==> src/rtl/serial_rx_sync_ctrl.sv <==
// Serial lane byte aligner: hunts for the comma at any bit offset, confirms
// lock over several aligned commas, then emits framed bytes at bit rate.
//
// Ports:
//   not_clk     bit clock, rising edge
//   reset       synchronous, active-high
//   data_in     serial bit, MSB first
//   resync      one-cycle request to drop lock and re-hunt
//   byte_out    aligned byte, 0x00 for commas and outside ACTIVE
//   byte_strobe one-cycle pulse per byte boundary while ACTIVE
//   valid_out   byte_out carries data, only with byte_strobe
//   active      lane locked
//   lock_state  00 SEARCH, 01 CONFIRM, 10 ACTIVE
//   loss_cnt    saturating count of ACTIVE->SEARCH drops
module serial_rx_sync_ctrl #(
  parameter logic [7:0]  COMMA        = 8'hBC,
  parameter int unsigned COMMA_LOCK   = 4,
  parameter int unsigned MISALIGN_MAX = 2
) (
  input  logic       not_clk,
  input  logic       reset,
  input  logic       data_in,
  input  logic       resync,
  output logic [7:0] byte_out,
  output logic       byte_strobe,
  output logic       valid_out,
  output logic       active,
  output logic [1:0] lock_state,
  output logic [7:0] loss_cnt
);

  localparam logic [3:0] LOCK_N = 4'(COMMA_LOCK);
  localparam logic [3:0] MIS_N  = 4'(MISALIGN_MAX);

  typedef enum logic [1:0] {
    SEARCH  = 2'b00,
    CONFIRM = 2'b01,
    ACTIVE  = 2'b10
  } state_e;

  state_e     state_q, state_d;
  logic [7:0] window_q, window_d;
  logic [2:0] bit_cnt_q, bit_cnt_d;
  logic [3:0] comma_q, comma_d;
  logic [3:0] mis_q, mis_d;
  logic [7:0] byte_q, byte_d;
  logic       strobe_q, strobe_d;
  logic       valid_q, valid_d;
  logic [7:0] loss_q, loss_d;
  logic       match;
  logic       boundary;
  logic       drop;

  assign match    = (window_q == COMMA);
  assign boundary = (bit_cnt_q == 3'd0);

  always_comb begin
    window_d  = {window_q[6:0], data_in};
    state_d   = state_q;
    bit_cnt_d = bit_cnt_q;
    comma_d   = comma_q;
    mis_d     = mis_q;
    byte_d    = 8'h00;
    strobe_d  = 1'b0;
    valid_d   = 1'b0;
    loss_d    = loss_q;
    drop      = 1'b0;

    unique case (state_q)
      SEARCH: begin
        // The match cycle itself is boundary zero of the new grid.
        if (match) begin
          bit_cnt_d = 3'd1;
          comma_d   = 4'd1;
          state_d   = (LOCK_N == 4'd1) ? ACTIVE : CONFIRM;
        end
      end
      CONFIRM: begin
        bit_cnt_d = bit_cnt_q + 3'd1;
        if (resync) begin
          drop = 1'b1;
        end else if (boundary) begin
          if (match) begin
            comma_d = comma_q + 4'd1;
            if (comma_d == LOCK_N)
              state_d = ACTIVE;
          end else begin
            drop = 1'b1;
          end
        end
      end
      ACTIVE: begin
        bit_cnt_d = bit_cnt_q + 3'd1;
        if (boundary) begin
          strobe_d = 1'b1;
          if (match) begin
            mis_d = 4'd0;
          end else begin
            valid_d = 1'b1;
            byte_d  = window_q;
          end
        end else if (match) begin
          mis_d = mis_q + 4'd1;
          if (mis_d == MIS_N)
            drop = 1'b1;
        end
        if (resync)
          drop = 1'b1;
      end
      default: begin
        state_d = SEARCH;
      end
    endcase

    // One drop per edge, whatever combination of causes.
    if (drop) begin
      if (state_q == ACTIVE && loss_q != 8'hFF)
        loss_d = loss_q + 8'd1;
      state_d   = SEARCH;
      bit_cnt_d = 3'd0;
      comma_d   = 4'd0;
      mis_d     = 4'd0;
      byte_d    = 8'h00;
      strobe_d  = 1'b0;
      valid_d   = 1'b0;
    end
  end

  always_ff @(posedge not_clk) begin
    if (reset) begin
      state_q   <= SEARCH;
      window_q  <= 8'h00;
      bit_cnt_q <= 3'd0;
      comma_q   <= 4'd0;
      mis_q     <= 4'd0;
      byte_q    <= 8'h00;
      strobe_q  <= 1'b0;
      valid_q   <= 1'b0;
      loss_q    <= 8'h00;
    end else begin
      state_q   <= state_d;
      window_q  <= window_d;
      bit_cnt_q <= bit_cnt_d;
      comma_q   <= comma_d;
      mis_q     <= mis_d;
      byte_q    <= byte_d;
      strobe_q  <= strobe_d;
      valid_q   <= valid_d;
      loss_q    <= loss_d;
    end
  end

  assign byte_out    = byte_q;
  assign byte_strobe = strobe_q;
  assign valid_out   = valid_q;
  assign active      = (state_q == ACTIVE);
  assign lock_state  = state_q;
  assign loss_cnt    = loss_q;

endmodule

==> config.mk <==
export PLATFORM = sky130hd
export DESIGN_NAME = serial_rx_sync_ctrl
export DESIGN_NICKNAME = d
export VERILOG_FILES = /design/src/rtl/serial_rx_sync_ctrl.sv
export SDC_FILE = /design/constraint.sdc
export NUM_CORES = 1
export LEC_CHECK = 0
export CAP_MARGIN = 20
export CORE_ASPECT_RATIO = 1.2
export CORE_MARGIN = 5
export CORE_UTILIZATION = 48
export DETAILED_ROUTE_END_ITERATION = 16
export HOLD_SLACK_MARGIN = 0.12
export PLACE_DENSITY = 0.79
export SLEW_MARGIN = 20
export SYNTH_ARGS = -nofsm -noshare
export SYNTH_HDL_FRONTEND = slang
export SYNTH_SLANG_ARGS = --single-unit
==> constraint.sdc <==
create_clock -name not_clk -period 2.1 [get_ports not_clk]
set_input_delay 0.42 -clock not_clk [delete_from_list [all_inputs] [get_ports not_clk]]
set_output_delay 0.42 -clock not_clk [all_outputs]
set_load 0.02 [all_outputs]
### After elaboration in Yosys (flattened, before gate mapping)

Cells that the tools add are included.

| cells by class | value |
|---|---|
| reduce and logical (&&, ||, !) cells | 14 |
| equal/unequal tests | 11 |
| add/sub/neg operators | 4 |
| bitwise gates (word level) | 2 |
| mux-type cells | 25 |

Operators with widths:

| kind | count |
|---|---|
| 2-to-1 mux 4 bit | 7 |
| 2-to-1 mux 2 bit | 5 |
| inequality test 2 bit (second input constant) | 5 |
| adder 4 x 1 -> 4 bit (second input constant) | 2 |
| adder 8 x 1 -> 8 bit (second input constant) | 1 |
| equality test 8 bit (second input constant) | 1 |
| 2-to-1 mux 1 bit | 8 |
| inequality test 8 bit (second input constant) | 1 |
| one-hot mux 4 bit (2 select lines) | 1 |
| one-hot mux 2 bit (3 select lines) | 1 |
| one-hot mux 3 bit (2 select lines) | 1 |
| AND reduction 2 bit | 3 |
| AND reduction 6 bit | 1 |
| AND reduction 5 bit | 1 |
| OR reduction 5 bit | 1 |
| equality test 4 x 2 -> 1 bit (second input constant) | 1 |
| equality test 4 x 3 -> 1 bit (second input constant) | 1 |
| nonzero test 2 bit | 2 |
| OR reduction 2 bit | 2 |
| adder 3 x 1 -> 3 bit (second input constant) | 1 |
| zero test 3 bit | 1 |
| 2-to-1 mux 3 bit | 1 |
| OR reduction 3 bit | 1 |
| equality test 2 x 1 -> 1 bit (second input constant) | 1 |
| 5 further kinds | 6 |

| storage, ports and cells | value |
|---|---|
| logic and storage cells | 65 |
| input bits | 4 |
| register bits | 39 |
| output and inout bits | 21 |

### Logic depth before layout (Yosys ltp)

| logic depth | value |
|---|---|
| depth after elaboration | 8 |
| depth in mapped cells | 8 |
| gate-level depth less buffers | 7 |

### Worst setup path before layout

Ideal clock, no wire load.

| timing path | value |
|---|---|
| kind | register to register |
| start | register state_q[0] (netlist: lock_state[0]) |
| end | register loss_q[5] (netlist: loss_cnt[5]) |
| clock period less this slack | 2066 ps |
| stages on the path, launching flop included | 7 |
| setup slack | 34 ps |
| data arrival time | 1946 ps |
| library setup time | 121 ps |
| required time | 1979 ps |
| path buffers | 1 |
| path through | dfxtp_1 -> inv_1 -> ha_1 -> nand3_1 -> clkbuf_1 -> nor4_1 -> mux2_2 |

| between the ends | value |
|---|---|
| longest elaborated chain between the ends | 3 |
| elaborated cells on any way between the ends | 5 |
| those cells by class | eq/ne: 2; mux: 1; reduce/logical: 2 |

RTL lines:

| element | RTL line | source |
|---|---|---|
| from (decl) | 41 | `state_e state_q, state_d;` |
| from (signal assigned) | 141 | `state_q <= state_d;` |
| equality test 2 bit / equality test 2 x 1 -> 1 bit (equally long branches) | 69, 117 |  |
| one-hot mux 1 bit (2 select lines) / logical AND 1 bit (equally long branches) | 69, 117 |  |
| AND reduction 2 bit (no line) (*) | -- |  |
| to (signal assigned) | 149 | `loss_q <= loss_d;` |
| to (decl) | 49 | `logic [7:0] loss_q, loss_d;` |

Mark *: on every way between the ends. The rest lies on a longest branch, timed or not.
A chain may end at the register's enable or synchronous reset.

### Worst setup path in the final report

| timing path | value |
|---|---|
| start | register window_q[6] |
| end | register loss_q[4] (netlist: loss_cnt[4]) |

| between the ends | value |
|---|---|
| longest elaborated chain between the ends | 6 |
| elaborated cells on any way between the ends | 9 |
| those cells by class | eq/ne: 1; mux: 7; reduce/logical: 1 |

RTL lines:

| element | RTL line | source |
|---|---|---|
| from (decl) | 42 | `logic [7:0] window_q, window_d;` |
| from (signal assigned) | 142 | `window_q <= window_d;` |
| equality test 8 bit (*) | 54 | `assign match = (window_q == COMMA);` |
| 2-to-1 mux 1 bit, on equally long branches | 102, 83 |  |
| 2-to-1 mux 1 bit, on equally long branches | 94, 82 |  |
| 2-to-1 mux 1 bit, on equally long branches | 107, 80 |  |
| one-hot mux 1 bit (2 select lines) (*) | 69 | `unique case (state_q)` |
| AND reduction 2 bit (no line) (*) | -- |  |

Marks and branches as above.

==> results.toml <==
[worst_setup_path]
r2r_setup_slack_ps = 50
cpLargestDelayFamily = "simple AND/OR/NAND/NOR gates"
startpoint = "window_q[6]"
cp_cell_sequence = "and4b_2 > nand2_1 > o41a_1 > buf_4 > or4_1 > a21oi_1"
path_max_fanout = 7
timing_worst_setup_path_type = "reg -> reg"
crit_end = "loss_cnt[4]"
cp_slowest_cell = "o41a_1"
path_depth = 6
r2r_end = "loss_cnt[4]"
r2r-start = "window_q[6]"
cp.required_ps = 2340
cp-start-kind = "flop"
cpPeakStageDelay_ps = 540
crit_arrival_ps = 2290
worst-path-buf-inv = 1
reg2reg_depth = 6
end_kind = "flop"

[final_layout]
layout_commonest_cell = "dfxtp_1"
syn_to_final_growth_pct = 31.4
antenna_cells = 0
layout.nets = 253
fillers = 289
final_cell_mix = "dfxtp_1 (35), clkdlybuf4s50_1 (23), buf_4 (16)"
drive_gt1_frac = 0.180

[sta]
tns_ps = 0
slew_viol_final = 0
hold_ws_ps = 492
setup_viol = 0
fin_crit_sh = 0.978
finClkSkew_ps = 11.2
slew_headroom = 0.743
tightest_slew_ps = 385
fin_crit_ps = 2050
timing.fmax_ghz = 0.487
hold_violations = 0

[placement]
numPortBuffers = 24
gp_congestion = 0.790
place_hpwl_microns = 2710

[clocking]
insertion_delay_ps = 300
root_buffer = "clkbuf_8"
clk_pin_slew_ps = 80
cts_hold_buf = 0
htreeDepth = 2
clock_path_buffers = 2
cts_made_buffers = 5
cts_sinks = 39
cts_tree = "yes"

[route]
viasPerCell = 5.71
dr.pass1.iters = 4
drcViolationCount = 0
drt_wl_total_microns = 4070
num_vias = 1588
drtIter0Drc = 83
wl_per_cell_microns = 14.6
ant_nets = 0

[global_routing]
grt_pass1_wl_microns = 6910
grt_antenna_before_repair = 0
grt_pass1_vias = 1513
grt_use_total = 0.171
grt-ovfl-total = 0
grt_max_degree = 18

[synth]
synthFlopType = "dfxtp_1"
synth_cell_types = 40
synth_edf_count = 0
yosysSeqAreaShare = 0.437
synthMuxAreaShare = 0.0119
ys_seq_elements = 39
synthXorXnorAreaFrac = 0.00980
synth-compound-area-share = 0.160
avgSynthCellArea_sq_um = 9.12
syn_nets = 211
ys_warn_count = 0
synth_top_area_frac = 0.437
synth_area_sq_um = 1790
synth.largest_area_cell = "dfxtp_1"
synthCells = 196
yosys.area_share.simple = 0.267
synth_top_family_by_area = "simple AND/OR/NAND/NOR gates"
synthArstFlopShare = 0
synth-adder-area-share = 0.0770
synth_area_leaders = "dfxtp_1 (44%), ha_1 (7.7%), a21oi_1 (4.2%), nor2b_1 (3.9%), and3_1 (3.5%)"

[floorplan]
start_util = 0.496
die_h_microns = 76.8
rows = 24
dieArea_sq_um = 5050
chipWidth_microns = 65.7
core_sq_um = 3600
io-pin-count = 25

[power]
leakagePower_nw = 0.895
vdd_ir_drop_max_v = 0.000595
power_density_nw_per_um2 = 625

[flow_run]
cap_violations = 0

[min_path]
hold_class = "reg -> reg"

[outcome]
status = "completed"
## logic make-up (layout without fill, tap and decap cells)
group | Yosys count | in the layout
AOI/OAI and AO/OA | 45 | 45
xor gates and xnor gates | 2 | 2
adders and majority gates | 11 | 11
buffers and inverters | 16 | 59
DFF | 39 | 39
muxes | 2 | 2
and+or+nand+nor | 81 | 81
## through the flow
step	setup WS (ps)	instance area (sq um)	utilization	std cells	power, mW
after floorplan	33.5	1790	-	196	0.807
after global placement	55.1	2140	0.593	265	0.834
after detailed placement	-62.6	2140	0.593	265	0.835
after CTS	2.95	2280	0.633	275	1.47
after global routing	-0.155	2350	0.651	278	1.53
final	45.3	2350	0.651	278	1.47
## worst register-to-register path: cells and delay by family (launching register included)
family                 cells  cell delay (ps)
DFF                        1              340
buffers and inverters      1              190
AOI/OAI and AO/OA          2              690
and+or+nand+nor            3              790
## per-layer routing
metal	share of wire	GRT usage
met4	0.021	0.0747
met5	0	0
met2	0.49	0.279
met3	0.043	0.0453
met1	0.44	0.207
## sequential cells by signal, indices dropped and copies added (netlist names)
name	flops
mis_q	4
loss_cnt	8
comma_q	4
valid_out	1
byte_out	8
byte_strobe	1
lock_state	2
bit_cnt_q	3
window_q	8
## synth_stat cells (all sizes together) (2+ instances only)
cell type and number:
nand4bb 2, a221oi 2, and2 4, nand2b 5, or4 5, a211oi 3
o21ai 11, a21oi 15, a21boi 2, nor2b 11, nor2 15, clkbuf 5
nand4b 2, nand3 10, xor2 2, o31ai 5, inv 10, a41o 2
nor3 3, dfxtp 39, ha 11, nand2 5, and3 10, nand3b 2
## power by group
group | total [mW] | leakage [nW] | switching (mW) | internal [mW]
sequential | 0.748 | 0.316 | 0.00363 | 0.744
combinational | 0.0798 | 0.520 | 0.0449 | 0.0349
clock | 0.640 | 0.0587 | 0.281 | 0.360
## cell type report
type | count | area [sq um] | area share
Clock buffer | 5 | 68.8 | 0.0293
Clock inverter | 3 | 47.5 | 0.0203
Sequential cell | 39 | 786 | 0.335
Tap cell | 39 | 48.8 | 0.0208
Inverter | 10 | 37.5 | 0.0160
Multi-Input combinational cell | 141 | 988 | 0.421
Timing Repair Buffer | 41 | 370 | 0.158
## worst min path at each step
stage | cells after the start | from | to | slack [ps]
global placement | 2 | bit_cnt_q[0] | bit_cnt_q[0] | 470
floorplan | 1 | window_q[6] | byte_out[6] | 450
finish | 1 | window_q[0] | window_q[1] | 490
global route | 1 | window_q[1] | byte_out[1] | 510
detailed placement | 2 | comma_q[2] | comma_q[2] | 480
CTS | 2 | comma_q[2] | comma_q[2] | 500
## what timing repair did
action	4_1_cts	5_1_grt
buffers inserted	2	3
endpoints found under the setup margin	3	8
pin swaps	1	4
gates resized for setup	5	12
(Power assumes the default switching activity.)
